## src/rtl/program_loader.sv

```systemverilog
// Boot loader: takes a length-prefixed little-endian byte stream, writes it into program
// memory word by word, and holds the core in reset until the whole image has been written.
module program_loader #(
  parameter int unsigned MEMORY_DEPTH = 32,
  parameter int unsigned DATA_WIDTH   = 32
) (
  input  logic                  clk,
  input  logic                  reset,
  input  logic                  Start_i,
  input  logic                  Byte_Valid_i,
  input  logic [7:0]            Byte_Data_i,
  output logic                  Byte_Ready_o,
  output logic                  Mem_Write_Enable_o,
  output logic [DATA_WIDTH-1:0] Mem_Address_o,
  output logic [DATA_WIDTH-1:0] Mem_Write_Data_o,
  output logic                  Core_Reset_n_o,
  output logic                  Load_Done_o,
  output logic                  Error_o
);

  localparam int unsigned IdxW = $clog2(MEMORY_DEPTH) + 1;

  typedef enum logic [2:0] {StIdle, StLen, StData, StWrite, StDone, StError} state_e;

  state_e                state_q;
  logic [IdxW-1:0]       word_index_q;
  logic [1:0]            byte_cnt_q;
  logic [7:0]            n_q;
  logic [DATA_WIDTH-1:0] asm_q;
  logic [DATA_WIDTH-1:0] asm_d;
  logic                  ready_q, we_q, core_rst_n_q, done_q, error_q;
  logic [DATA_WIDTH-1:0] addr_q, wdata_q;
  logic                  len_bad;
  logic                  last_word;

  // Incoming byte dropped into its lane of the assembly register.
  always_comb begin
    asm_d = asm_q;
    asm_d[{byte_cnt_q, 3'b000} +: 8] = Byte_Data_i;
  end

  assign len_bad   = (Byte_Data_i == 8'd0) || (32'(Byte_Data_i) > MEMORY_DEPTH);
  assign last_word = (32'(word_index_q) + 32'd1) == 32'(n_q);

  always_ff @(posedge clk or negedge reset) begin
    if (!reset) begin
      state_q      <= StIdle;
      word_index_q <= '0;
      byte_cnt_q   <= '0;
      n_q          <= '0;
      asm_q        <= '0;
      ready_q      <= 1'b0;
      we_q         <= 1'b0;
      addr_q       <= '0;
      wdata_q      <= '0;
      core_rst_n_q <= 1'b0;
      done_q       <= 1'b0;
      error_q      <= 1'b0;
    end else begin
      case (state_q)
        StIdle: begin
          if (Start_i) begin
            state_q <= StLen;
            ready_q <= 1'b1;
          end
        end
        StLen: begin
          if (Byte_Valid_i) begin
            n_q <= Byte_Data_i;
            if (len_bad) begin
              state_q <= StError;
              ready_q <= 1'b0;
              error_q <= 1'b1;
            end else begin
              state_q      <= StData;
              word_index_q <= '0;
              byte_cnt_q   <= '0;
            end
          end
        end
        StData: begin
          if (Byte_Valid_i) begin
            asm_q      <= asm_d;
            byte_cnt_q <= byte_cnt_q + 2'd1;
            if (byte_cnt_q == 2'd3) begin
              state_q <= StWrite;
              ready_q <= 1'b0;
              we_q    <= 1'b1;
              addr_q  <= DATA_WIDTH'({word_index_q, 2'b00});
              wdata_q <= asm_d;
            end
          end
        end
        StWrite: begin
          we_q         <= 1'b0;
          word_index_q <= word_index_q + 1'b1;
          if (last_word) begin
            state_q      <= StDone;
            done_q       <= 1'b1;
            core_rst_n_q <= 1'b1;
          end else begin
            state_q <= StData;
            ready_q <= 1'b1;
          end
        end
        StDone: begin
          if (Start_i) begin
            state_q      <= StLen;
            ready_q      <= 1'b1;
            done_q       <= 1'b0;
            core_rst_n_q <= 1'b0;
          end
        end
        StError: begin
          if (Start_i) begin
            state_q <= StLen;
            ready_q <= 1'b1;
            error_q <= 1'b0;
          end
        end
        default: begin
          state_q      <= StIdle;
          ready_q      <= 1'b0;
          we_q         <= 1'b0;
          core_rst_n_q <= 1'b0;
          done_q       <= 1'b0;
          error_q      <= 1'b0;
        end
      endcase
    end
  end

  assign Byte_Ready_o       = ready_q;
  assign Mem_Write_Enable_o = we_q;
  assign Mem_Address_o      = addr_q;
  assign Mem_Write_Data_o   = wdata_q;
  assign Core_Reset_n_o     = core_rst_n_q;
  assign Load_Done_o        = done_q;
  assign Error_o            = error_q;

endmodule
```

## config.mk

```make
export PLATFORM = sky130hd
export DESIGN_NAME = program_loader
export DESIGN_NICKNAME = d
export VERILOG_FILES = /design/src/rtl/program_loader.sv
export SDC_FILE = /design/constraint.sdc
export NUM_CORES = 1
export LEC_CHECK = 0
export CORE_MARGIN = 4
export CORE_UTILIZATION = 57
export CTS_CLUSTER_SIZE = 20
export DETAILED_ROUTE_END_ITERATION = 7
export DONT_BUFFER_PORTS = 1
export PLACE_DENSITY = 0.75
export SYNTH_ARGS = -nofsm -noshare
export SYNTH_HDL_FRONTEND = slang
export SYNTH_SLANG_ARGS = --single-unit
```

## constraint.sdc

```tcl
create_clock -name clk -period 2.05 [get_ports clk]
set_clock_uncertainty 0.2 [all_clocks]
set_input_delay 0.205 -clock clk [delete_from_list [all_inputs] [get_ports clk]]
set_output_delay 0.205 -clock clk [all_outputs]
set_load 0.1 [all_outputs]
```

==> key figures <==
Timing
  • Worst Tran Pin Value: 0.547 ns
  • Fin. Hold Viols: 93
  • Final setup violation count: 0
  • Setup WS post-layout: 0.0670 ns
  • Final Critical Period: 1.98 ns
  • RSZ-0062 raised after global routing: false
  • Worst Hold Slack: -0.680 ns
  • Final Max Slew Viols: 0
  • Final period util: 0.967
  • Worst slew margin: 0.638
  • Achievable Freq: 0.504 GHz

Critical path
  • Reg-to-reg endpoint: asm_q[16]$_DFFE_PN0P_
  • Reg-to-reg startpoint: byte_cnt_q[1]$_DFFE_PN0P_
  • CP Data Required Time: 2.15 ns
  • Critical path data arrival time: 2.08 ns
  • R2R Setup Slk: 0.07 ns
  • WS Path Type: reg -> reg
  • Peak fanout along the critical path: 8
  • CP cell instances: inv_1 > ha_4 > nor4bb_1 > and2_1 > a22o_1
  • WP depth: 5
  • Crit path max-delay family: simple AND/OR/NAND/NOR gates
  • Critical path endpoint category: flip-flop
  • Crit-path slowest cell: dfrtp_1
  • Crit path largest cell delay: 0.41 ns
  • Worst Path Buf+Inv: 1
  • Startpoint types: flip-flop
  • Worst reg-to-reg path cell count: 5

Placement
  • # port buffers: 0
  • Placer Congestion: 0.894
  • Dpl hpwl: 7080 um
  • Setup WS pre-CTS: -0.00858 ns
  • Area post-placement: 0.00504 sq mm

Routing
  • Drt total wl: 10800 um
  • DRT Pass-1 Iters: 5
  • Drt drc: 0
  • Vias per inst: 5.74
  • WL per Instance: 17.4 um
  • Routed Antenna Nets: 0
  • Total number of vias: 3568
  • Drt initial violations: 260

Clock tree
  • Number of H-tree levels: 3
  • Clock Latency Late Sink: 0.36 ns
  • TritonCTS Sinks: 93
  • Cts hold-fix bufs: 10
  • Clk pin slew, worst setup/hold paths: 0.10 ns
  • Max clock buf depth: 2
  • TritonCTS Buffers: 9
  • CTS tree: done
  • Root buffer cell: clkbuf_8

Floorplan
  • Initial core utilization: 0.590
  • Core ar.: 0.00777 sq mm
  • IO Pins: 81
  • Die area: 0.00953 sq mm
  • Site row count: 32
  • Die W: 97.6 um
  • Die height: 97.6 um

Layout
  • Most frequent cells in the layout: 89 x dfrtp_1, 71 x buf_4, 69 x a21oi_1
  • Commonest non-fill, non-tap cell in the layout: dfrtp_1
  • ANT cells: 0
  • Final core utilization: 0.700
  • Nets: 534
  • Final instance area: 0.00544 sq mm
  • Share of layout cells above drive strength 1: 0.240
  • Area Overhead vs Synth: 18.7%

Synth
  • Mapped Cells: 453
  • Sequential share of the synthesized area: 0.508
  • Syn_area_per_cell: 10.1 sq um
  • YS warnings: 0
  • Yosys reg bits: 93
  • Post-synth cell types: 47
  • Post-Synthesis Cell Area: 0.00458 sq mm

Power and ir drop
  • Pwr Density: 1660 mW/mm^2
  • Max rail drop VDD: 884 uV
  • Leakage: 2.59 nW

GRT
  • Largest net degree at the start of global routing: 94
  • Vias in the first global route: 3561
  • GRT Total Usage: 0.231
  • Initial antenna violation count: 0
  • First-pass GRT wire length: 17800 um
  • Gr ovfl total: 0

Outcome
  • Status: finished, violations left
  • Failing checks: hold timing

Flow run
  • Max Cap Viol: 0

Worst hold path
  • Min-Delay Path Class: in -> async
## worst register-to-register path: cells and delay by family (launching register included)
| family | cells | cell delay [ns] |
|---|---|---|
| adder cells (fa/ha/maj) | 1 | 0.33 |
| flip-flops | 1 | 0.41 |
| AO/OA/AOI/OAI | 1 | 0.21 |
| AND/OR/NAND/NOR | 2 | 0.66 |
| buffers and inverters | 1 | 0.13 |
## kinds of logic (layout without fill, tap and decap cells)
group           Yosys count  in the layout  synth area share
buf+inv                  65            106            0.0798
xor+xnor                  9              9            0.0172
flops                    93             93             0.508
mux                      16             16            0.0388
other cells               1             26          0.000819
simple gates            127            128             0.145
fa+ha+maj                 7              7            0.0191
compound gates          135            135             0.191
## what timing repair did
item	4_1_cts	5_1_grt
hold endpoints to repair	170	93
cloned	1	0
gates resized for setup	1	11
pin swaps	0	6
setup buffers	0	3
setup endpoints to repair	8	41
## sequential cells by signal (all words and copies together), names as in the netlist
signal / count
Error_o: 1
Mem_Write_Data_o: 32
Mem_Address_o: 6
Mem_Write_Enable_o: 1
Load_Done_o: 1
n_q: 8
word_index_q: 6
Byte_Ready_o: 1
state_q: 3
asm_q: 32
byte_cnt_q: 2
## final cells by class
type	count	area [sq um]
Clock inverter	7	73.8
Sequential cell	93	2330
Inverter	7	26.3
Clock buffer	9	124
Timing Repair Buffer	83	681
Multi-Input combinational cell	321	2070
Fill cell	586	2330
Tap cell	102	128
## synth_stat cells (all sizes together)
master	n	area, sq um
a31oi	2	12.5
nand2b	2	12.5
and3	2	12.5
nand2	17	66.3
conb	1	3.75
a41o	2	20.0
xnor2	6	52.6
nand3	4	20.0
a21o	3	22.5
o211ai	2	15.0
nor2b	35	219
a21oi	72	360
o21a	1	7.51
nand3b	2	15.0
nor4bb	1	10.0
or4	3	22.5
and2	5	31.3
or3	3	23.8
o32ai	1	8.76
clkbuf	17	63.8
o22ai	2	12.5
o2bb2ai	1	8.76
nand4	3	18.8
ha	7	87.6
nor2	43	161
a221oi	1	15.0
inv	7	26.3
xor2	3	26.3
a2bb2oi	2	17.5
mux2i	2	20.0
dfrtp	93	2330
a32oi	1	8.76
nor4b	1	15.0
a221o	1	10.0
nor3	6	35.0
a22o	34	298
mux2	14	158
a32o	2	20.0
o21ai	8	40.0
buf	41	275
## layer usage
| layer | share of wire | track usage |
|---|---|---|
| met5 | 0 | 0 |
| met4 | 0.017 | 0.0852 |
| met3 | 0.075 | 0.0646 |
| met2 | 0.48 | 0.363 |
| met1 | 0.43 | 0.309 |
## how the worst max path moves through the flow
stage	from	to	slack, ns
2_1_floorplan	byte_cnt_q[0]$_DFFE_PN0P_	n_q[0]$_DFFE_PN0P_	-0.01
3_3_place_gp	byte_cnt_q[1]$_DFFE_PN0P_	n_q[3]$_DFFE_PN0P_	0.08
3_5_place_dp	byte_cnt_q[1]$_DFFE_PN0P_	n_q[5]$_DFFE_PN0P_	-0.009
4_1_cts	state_q[1]$_DFFE_PN0P_	Mem_Write_Data_o[6]$_DFFE_PN0P_	0.02
5_1_grt	state_q[2]$_DFFE_PN0P_	asm_q[7]$_DFFE_PN0P_	0.002
6_report	byte_cnt_q[1]$_DFFE_PN0P_	asm_q[16]$_DFFE_PN0P_	0.07
## power breakdown
group	switching, mW	internal, mW	total (mW)
clock	0.670	0.570	1.24
combinational	3.60	1.45	5.05
sequential	0.324	2.40	2.72
total	4.60	4.42	9.01
## stage by stage
step	TNS, ns	instances	power, mW
2_1_floorplan	-0.0780	478	6.61
3_3_place_gp	0	592	7.53
3_5_place_dp	-0.0169	592	7.64
4_1_cts	0	619	8.94
5_1_grt	0	622	9.45
6_report	0	622	9.01
No activity file was read; power rests on OpenSTA's default activity.
